`config.mk`:
```
export PLATFORM = sky130hd
export DESIGN_NAME = cmp_result_fifo
export DESIGN_NICKNAME = d
export VERILOG_FILES = /design/src/rtl/cmp_pkg.sv /design/src/rtl/cmp_result_fifo_sat_counter.sv /design/src/rtl/cmp_result_fifo.sv
export SDC_FILE = /design/constraint.sdc
export NUM_CORES = 1
export LEC_CHECK = 0
export CAP_MARGIN = 15
export CORE_MARGIN = 4
export CORE_UTILIZATION = 50
export DETAILED_ROUTE_END_ITERATION = 7
export PLACE_DENSITY = 0.81
export SLEW_MARGIN = 20
export SYNTH_ARGS = -nofsm -noshare
export SYNTH_HDL_FRONTEND = slang
export SYNTH_HIERARCHICAL = 1
export SYNTH_SLANG_ARGS = --single-unit
```
`constraint.sdc`:
```
create_clock -name CLK -period 4.15 [get_ports CLK]
set_input_delay 0.6225 -clock CLK [delete_from_list [all_inputs] [get_ports CLK]]
set_output_delay 0.6225 -clock CLK [all_outputs]
set_load 0.005 [all_outputs]
```
`src/rtl/cmp_pkg.sv`:
```
// Shared constants and helpers for the comparator and its result FIFO.
package cmp_pkg;

  // Width of the comparator Out_Bits.
  localparam int CMP_DATA_W = 4;

  // A stored result record is {flag, bits}; the flag sits just above the bits.
  localparam int CMP_FLAG_IDX = CMP_DATA_W;

  // Ceiling log2, usable in constant expressions such as port widths.
  function automatic int clog2(input int n);
    int r;
    r = 0;
    while ((64'd1 << r) < 64'(n)) r = r + 1;
    return r;
  endfunction

endpackage

```
`src/rtl/cmp_result_fifo_sat_counter.sv`:
```
// Saturating up-counter with a synchronous clear that beats the increment.
module sat_counter #(
  parameter int W = 8
) (
  input  logic         CLK,
  input  logic         RST,
  input  logic         CLR,
  input  logic         INC,
  output logic [W-1:0] Q
);

  logic [W-1:0] q_q, q_d;

  // Next count: clear first, otherwise step unless already at all-ones.
  always_comb begin
    q_d = q_q;
    if (CLR)                q_d = '0;
    else if (INC && ~&q_q)  q_d = q_q + W'(1);
  end

  // Count register.
  always_ff @(posedge CLK or posedge RST) begin
    if (RST) q_q <= '0;
    else     q_q <= q_d;
  end

  assign Q = q_q;

endmodule

```
`src/rtl/cmp_result_fifo.sv`:
```
// Result FIFO behind the comparator: buffers {flag, bits} records for a
// slower valid/ready consumer, counts flagged results and dropped results.
module cmp_result_fifo
  import cmp_pkg::*;
#(
  parameter int DATA_W = CMP_DATA_W,
  parameter int DEPTH  = 4,
  parameter int CNT_W  = 8
) (
  input  logic                    CLK,
  input  logic                    RST,
  input  logic                    IN_VALID,
  input  logic [DATA_W-1:0]       IN_BITS,
  input  logic                    IN_FLAG,
  output logic                    IN_READY,
  output logic                    OUT_VALID,
  output logic [DATA_W-1:0]       OUT_BITS,
  output logic                    OUT_FLAG,
  input  logic                    OUT_READY,
  output logic [clog2(DEPTH):0]   LEVEL,
  output logic [CNT_W-1:0]        FLAG_COUNT,
  output logic [CNT_W-1:0]        DROP_COUNT,
  output logic                    OVERFLOW,
  input  logic                    CLR
);

  localparam int AW       = clog2(DEPTH);
  localparam int PW       = AW + 1;
  localparam int FLAG_IDX = DATA_W;

  logic [DEPTH-1:0][DATA_W:0] mem_q;
  logic [PW-1:0]              wr_ptr_q, wr_ptr_d;
  logic [PW-1:0]              rd_ptr_q, rd_ptr_d;
  logic [PW-1:0]              level_q;
  logic                       ovf_q, ovf_d;
  logic                       full, empty, push, pop, drop;
  logic [DATA_W:0]            head;

  // Extra pointer MSB separates a full ring from an empty one.
  assign full  = (wr_ptr_q[AW-1:0] == rd_ptr_q[AW-1:0]) && (wr_ptr_q[AW] != rd_ptr_q[AW]);
  assign empty = (wr_ptr_q == rd_ptr_q);

  // Ready comes from registered state only, so a pop never frees a slot for
  // a push in the same cycle; input arriving while full is dropped.
  assign push = IN_VALID && !full;
  assign pop  = !empty && OUT_READY;
  assign drop = IN_VALID && full;

  // Pointer advance.
  always_comb begin
    wr_ptr_d = wr_ptr_q;
    rd_ptr_d = rd_ptr_q;
    if (push) wr_ptr_d = wr_ptr_q + PW'(1);
    if (pop)  rd_ptr_d = rd_ptr_q + PW'(1);
  end

  // Sticky overflow, cleared by CLR with priority over a new drop.
  always_comb begin
    ovf_d = ovf_q;
    if (CLR)       ovf_d = 1'b0;
    else if (drop) ovf_d = 1'b1;
  end

  // Pointers, occupancy and overflow flag.
  always_ff @(posedge CLK or posedge RST) begin
    if (RST) begin
      wr_ptr_q <= '0;
      rd_ptr_q <= '0;
      level_q  <= '0;
      ovf_q    <= 1'b0;
    end else begin
      wr_ptr_q <= wr_ptr_d;
      rd_ptr_q <= rd_ptr_d;
      level_q  <= wr_ptr_d - rd_ptr_d;
      ovf_q    <= ovf_d;
    end
  end

  // Storage; cleared on reset so the head reads zero after reset.
  always_ff @(posedge CLK or posedge RST) begin
    if (RST) begin
      for (int i = 0; i < DEPTH; i++) mem_q[i] <= '0;
    end else if (push) begin
      mem_q[wr_ptr_q[AW-1:0]] <= {IN_FLAG, IN_BITS};
    end
  end

  assign head      = mem_q[rd_ptr_q[AW-1:0]];
  assign OUT_BITS  = head[DATA_W-1:0];
  assign OUT_FLAG  = head[FLAG_IDX];
  assign OUT_VALID = !empty;
  assign IN_READY  = !full;
  assign LEVEL     = level_q;
  assign OVERFLOW  = ovf_q;

  sat_counter #(.W(CNT_W)) u_flag_cnt (
    .CLK (CLK),
    .RST (RST),
    .CLR (CLR),
    .INC (push && IN_FLAG),
    .Q   (FLAG_COUNT)
  );

  sat_counter #(.W(CNT_W)) u_drop_cnt (
    .CLK (CLK),
    .RST (RST),
    .CLR (CLR),
    .INC (drop),
    .Q   (DROP_COUNT)
  );

endmodule

```
Word-level counts from Yosys, hierarchy flattened:

Cells that the tools add are included.

* register bits: 46
* input port bits: 10
* output and inout port bits: 27

* add/sub/neg operators: 5
* magnitude comparators: 3
* mux-type cells: 13
* eq/ne operators: 3
* reductions and logical operators: 17

Operators with widths (number)
* 8-bit 2-to-1 mux: 4
* 20-bit bitwise mux: 1
* 8-bit by 1-bit adder with 8-bit output (second input constant): 2
* 8-bit AND reduction: 2
* 5-bit binary-select mux with 2-bit select: 1
* 5-bit demux with 2-bit select: 1
* 5-bit 2-to-1 mux: 2
* 1-bit logical AND: 8
* 3-bit by 1-bit adder with 3-bit output (second input constant): 2
* 2-bit by 3-bit < comparator with 1-bit output (second input constant): 2
* 3-bit 2-to-1 mux: 2
* 2-bit nonzero test: 3
* 1-bit logical NOT: 4
* 3-bit equality test: 1
* 3-bit subtractor: 1
* 2-bit equality test: 1
* 2-bit by 1-bit greater-or-equal comparator with 1-bit output (second input constant): 1
* 1-bit 2-to-1 mux: 2
* 1-bit != test: 1

Depth between registers and ports, before layout:

* depth in word-level cells: 8
* mapped depth: 9

Hierarchy:

The synthesis kept the hierarchy.

Modules (own cells, without submodules)
* cmp_result_fifo: cells each 105, seq. area each 750.7 sq um, instances 1, area each 1544.0 sq um
* sat_counter: cells each 44, seq. area each 200.2 sq um, instances 2, area each 437.9 sq um

Worst setup path before layout:

Ideal clock, no wire load.

* path type: flip-flop to flip-flop
* start point: register rd_ptr_q[1]
* end point: register level_q[2], in the netlist LEVEL[2]
* path buffers: 1
* path slack: 1722 ps
* data required time: 4016 ps
* period minus slack after synthesis: 2428 ps
* stages on the path, launching flop included: 10
* arrival time: 2294 ps
* path through: dfrtp_1 -> buf_4 -> xor2_1 -> o31ai_1 -> xnor2_1 -> ha_1 -> inv_1 -> fa_1 -> xnor2_1 -> xnor3_1

* elaborated cells between the ends (all ways): 11
* those cells by class: 2 x add/sub; 2 x eq/ne; 2 x mux; 5 x reduce/logical

RTL lines
* start, declared: RTL line cmp_result_fifo.sv:33 `logic [PW-1:0] rd_ptr_q, rd_ptr_d;`
* start signal, assigned: RTL line cmp_result_fifo.sv:73 `rd_ptr_q <= rd_ptr_d;`
* 3-bit equality test: RTL line cmp_result_fifo.sv:41 `assign empty = (wr_ptr_q == rd_ptr_q);`
* 1-bit logical NOT: RTL line cmp_result_fifo.sv:46 `assign pop = !empty && OUT_READY;`
* 1-bit logical AND: RTL line cmp_result_fifo.sv:46
* 3-bit 2-to-1 mux: RTL line cmp_result_fifo.sv:54 `if (pop) rd_ptr_d = rd_ptr_q + PW'(1);`
* net rd_ptr_d[0]: RTL line cmp_result_fifo.sv:33
* 3-bit subtractor: RTL line cmp_result_fifo.sv:74 `level_q <= wr_ptr_d - rd_ptr_d;`
* end signal, assigned: RTL line cmp_result_fifo.sv:74
* end, declared: RTL line cmp_result_fifo.sv:34 `logic [PW-1:0] level_q;`

The timed path passes the listed nets, and every way through them passes these cells.
A chain may end at the register's enable or synchronous reset.

Final worst setup path:

* start point: register rd_ptr_q[0]
* end point: output IN_READY

* word-level cells in the longest chain between the ends: 3

Ends and longest elaborated chain
* 2-bit equality test: RTL line cmp_result_fifo.sv:40 `assign full = (wr_ptr_q[AW-1:0] == rd_ptr_q[AW-1:0]) && (wr_ptr_q[AW] != rd_ptr_q[AW]);`
* 1-bit logical AND: RTL line cmp_result_fifo.sv:40
* 1-bit logical NOT: RTL line cmp_result_fifo.sv:92 `assign IN_READY = !full;`
* end, declared: RTL line cmp_result_fifo.sv:15 `output logic IN_READY,`

No other way between the ends.

==> metrics.md <==
| Metric | Value |
|---|---|
| Status | `finished clean` |
| Synth unique cells | `39` |
| Core Box Area | `4692 um^2` |
| Die Ht | `77.57 um` |
| Via Count | `1638` |
| Post-synthesis sequential area ratio | `47.57%` |
| Synthesized area | `2420 um^2` |
| Final Wtd Congestion | `0.8101` |
| DRT iter0 DRCs | `65` |
| Remaining DRCs | `0` |
| FF-to-FF setup slack | `1.44 ns` |
| Final Hold Viols | `0` |
| Drt first pass iters | `4` |
| Postcts setup bufs | `0` |
| Die area | `6016 um^2` |
| Area Overhead vs Synth | `20.11%` |
| Crit path DAT | `2.11 ns` |
| Fin Setup TNS | `0 ns` |
| Synthesized flop and latch total | `46` |
| Yosys warns | `6` |
| Final layout net count | `250` |
| Final worst slack | `1.418 ns` |
| Largest net degree at the start of global routing | `31` |
| Fin. max-slew vios | `0` |
| Hold buffer count at cts | `0` |
| Synth area leader | `dfrtp_1` |
| Initial antenna violation count | `0` |
| Final ANT Viol Nets | `0` |
| CP peak stage delay | `0.56 ns` |
| Fin crit period | `2.732 ns` |
| Std cell rows | `25` |
| PortBufs | `36` |
| Share of cells above drive strength 1 | `20.69%` |
| First-pass GRT wire length | `7.693 mm` |
| GRT overflow | `0` |
| Syn nets | `212` |
| Vias in the first global route | `1619` |
| Clk buf depth | `2` |
| CTS buffer count | `5` |
| Root Driver | `clkbuf_8` |
| Slew Limit Headroom | `51.83%` |
| Crit end category | `primary output` |
| Ant. Diodes | `0` |
| Post-place setup slack | `1.405 ns` |
| Clock transition at path regs | `0.09 ns` |
| CP max stage cell | `dfrtp_1` |
| IO Count | `37` |
| WL final | `4.421 mm` |
| RSZ-0062 raised after global routing | `false` |
| Average cell area after synthesis | `12.54 um^2` |
| Slew @ Worst Pin | `0.7203 ns` |
| Clock tree sinks | `46` |
| Worst Path Class, Setup | `reg -> out` |
| Crit-path max FO | `9` |
| CP Cell Sequence | `xnor2_2, nand3_1, clkdlybuf4s50_1` |
| Detail Placement HPWL | `3.289 mm` |
| Vias per cell | `5.727` |
| Synth area leaders | `dfrtp_1, mux2_2, mux4_2, ha_1, inv_1` |
| Die X | `77.57 um` |
| Tot GR Track Use | `15.90%` |
| Max Cap Viol | `0` |
| Gate Count Post-Synth | `193` |
| Wire per inst | `15.46 um` |
| Buf/Inv on CP | `1` |
| Initial core utilization | `51.57%` |
| Post-CTS resize count | `0` |
| H-tree Lvls | `2` |
| Utilization after layout | `61.95%` |
| Fmax | `366.0 MHz` |
| Hold Path Class | `reg -> reg` |
| Period utilisation layout | `65.84%` |
| Clock skew | `0.008676 ns` |
| Worst vdd ir | `0.0004637 V` |
| Power Density | `686.3 nW/um^2` |
| # setup viols final | `0` |
| Synth top area share | `47.57%` |
| CTS tree | `yes` |
| P_leak | `0.001201 uW` |
| Worst skew pair latency | `0.30 ns` |
| CP Data Required Time | `3.53 ns` |
| Startpoint Class | `flip-flop` |
| CP delay by family, top | `flip-flops` |
## path summary, 6_finish.rpt
path / from / endpoint / cells past startpoint
min reg2reg: mem_q[5] / mem_q[5] / 1
min: mem_q[5] / mem_q[5] / 1
max: rd_ptr_q[0] / IN_READY / 3
max reg2reg: rd_ptr_q[1] / LEVEL[2] / 8
min in group asynchronous: RST / u_drop_cnt/Q[1] / 2
max in group asynchronous: RST / wr_ptr_q[2] / 2
## state kept, by name (all words and copies together) (netlist names)
signal	count
rd_ptr_q	3
mem_q	20
wr_ptr_q	3
u_flag_cnt/Q	8
LEVEL	3
OVERFLOW	1
u_drop_cnt/Q	8
## metal layers
layer,global-route usage (%),vias up,part of all wire [%]
met5,0,-,0
met2,27.29,50,49
li1,-,784,-
met1,20.55,796,44
met4,3.203,0,0.95
met3,3.828,8,5.3
## per-stage QoR
step	std cells	area, um^2	hold slack, ns	total power, uW
2_1_floorplan	193	2420	0.4382	1413
3_3_place_gp	278	2814	0.4832	1709
3_5_place_dp	278	2814	0.4908	1739
4_1_cts	286	2907	0.5128	2030
5_1_grt	286	2907	0.5273	2150
6_report	286	2907	0.5109	1995
## power by group
group          total [uW]  leakage [uW]  switching, uW  internal [uW]
Sequential            761      0.000579            148            613
Combinational         959      0.000581            409            550
Clock                 275     0.0000408            154            120
Total                1990       0.00120            711           1280
## kinds of logic (layout without fill, tap and decap cells)
logic type	count (synthesis)	in the layout	synth area share, %
XOR/XNOR	13	13	6.205
buffers and inverters	17	56	3.257
adder cells (fa/ha/maj)	9	9	4.964
AO/OA/AOI/OAI	30	30	9.669
flip-flops	46	46	47.57
AND/OR/NAND/NOR	46	46	11.27
multiplexers	32	32	17.06
## cells in the final DEF, fill, tap and decap left out, drive strengths merged, types with 3 or more instances in the layout
master          n
a211oi          4
inv            13
nor2            4
a21oi           8
clkbuf          5
nand4           4
and3            5
mux2           24
a31oi           7
dfrtp          46
mux2i           3
xnor2           7
nand3           4
nor3            8
nand2b          4
xor2            5
mux4            5
o31ai           4
ha              8
nand2           7
clkdlybuf4s50  36
## cell usage after synthesis
cell type and count:
a21oi_1 8, nand2b_1 4, xnor3_1 1, mux4_2 5, ha_1 8, clkbuf_1 1
buf_4 4, o31ai_2 1, nor2b_1 2, xor2_1 4, nor2_1 4, nand4_1 2
nand4_2 2, nor3_1 8, nor3b_1 2, nor4_1 2, mux2_2 22, a311oi_1 2
and4_4 2, a211oi_1 4, nand2_1 7, xor2_2 1, o21ai_0 2, fa_1 1
a31oi_1 3, or4_1 2, xnor2_1 5, a31oi_4 1, xnor2_2 2, a21boi_1 2
nand3_1 4, a31oi_2 3, dfrtp_1 46, inv_1 12, and3_1 5, a41oi_1 1
mux2i_1 3, o31ai_1 3, mux2_1 2
## layout make-up
| type | instances | area (um^2) |
|---|---|---|
| Timing Repair Buffer | 36 | 360.3 |
| Inverter | 12 | 45.04 |
| Sequential cell | 46 | 1151 |
| Tap cell | 54 | 67.56 |
| Clock inverter | 3 | 23.77 |
| Multi-Input combinational cell | 130 | 1190 |
| Fill cell | 389 | 1785 |
| Clock buffer | 5 | 68.82 |
No activity file was read; power rests on OpenSTA's default activity.
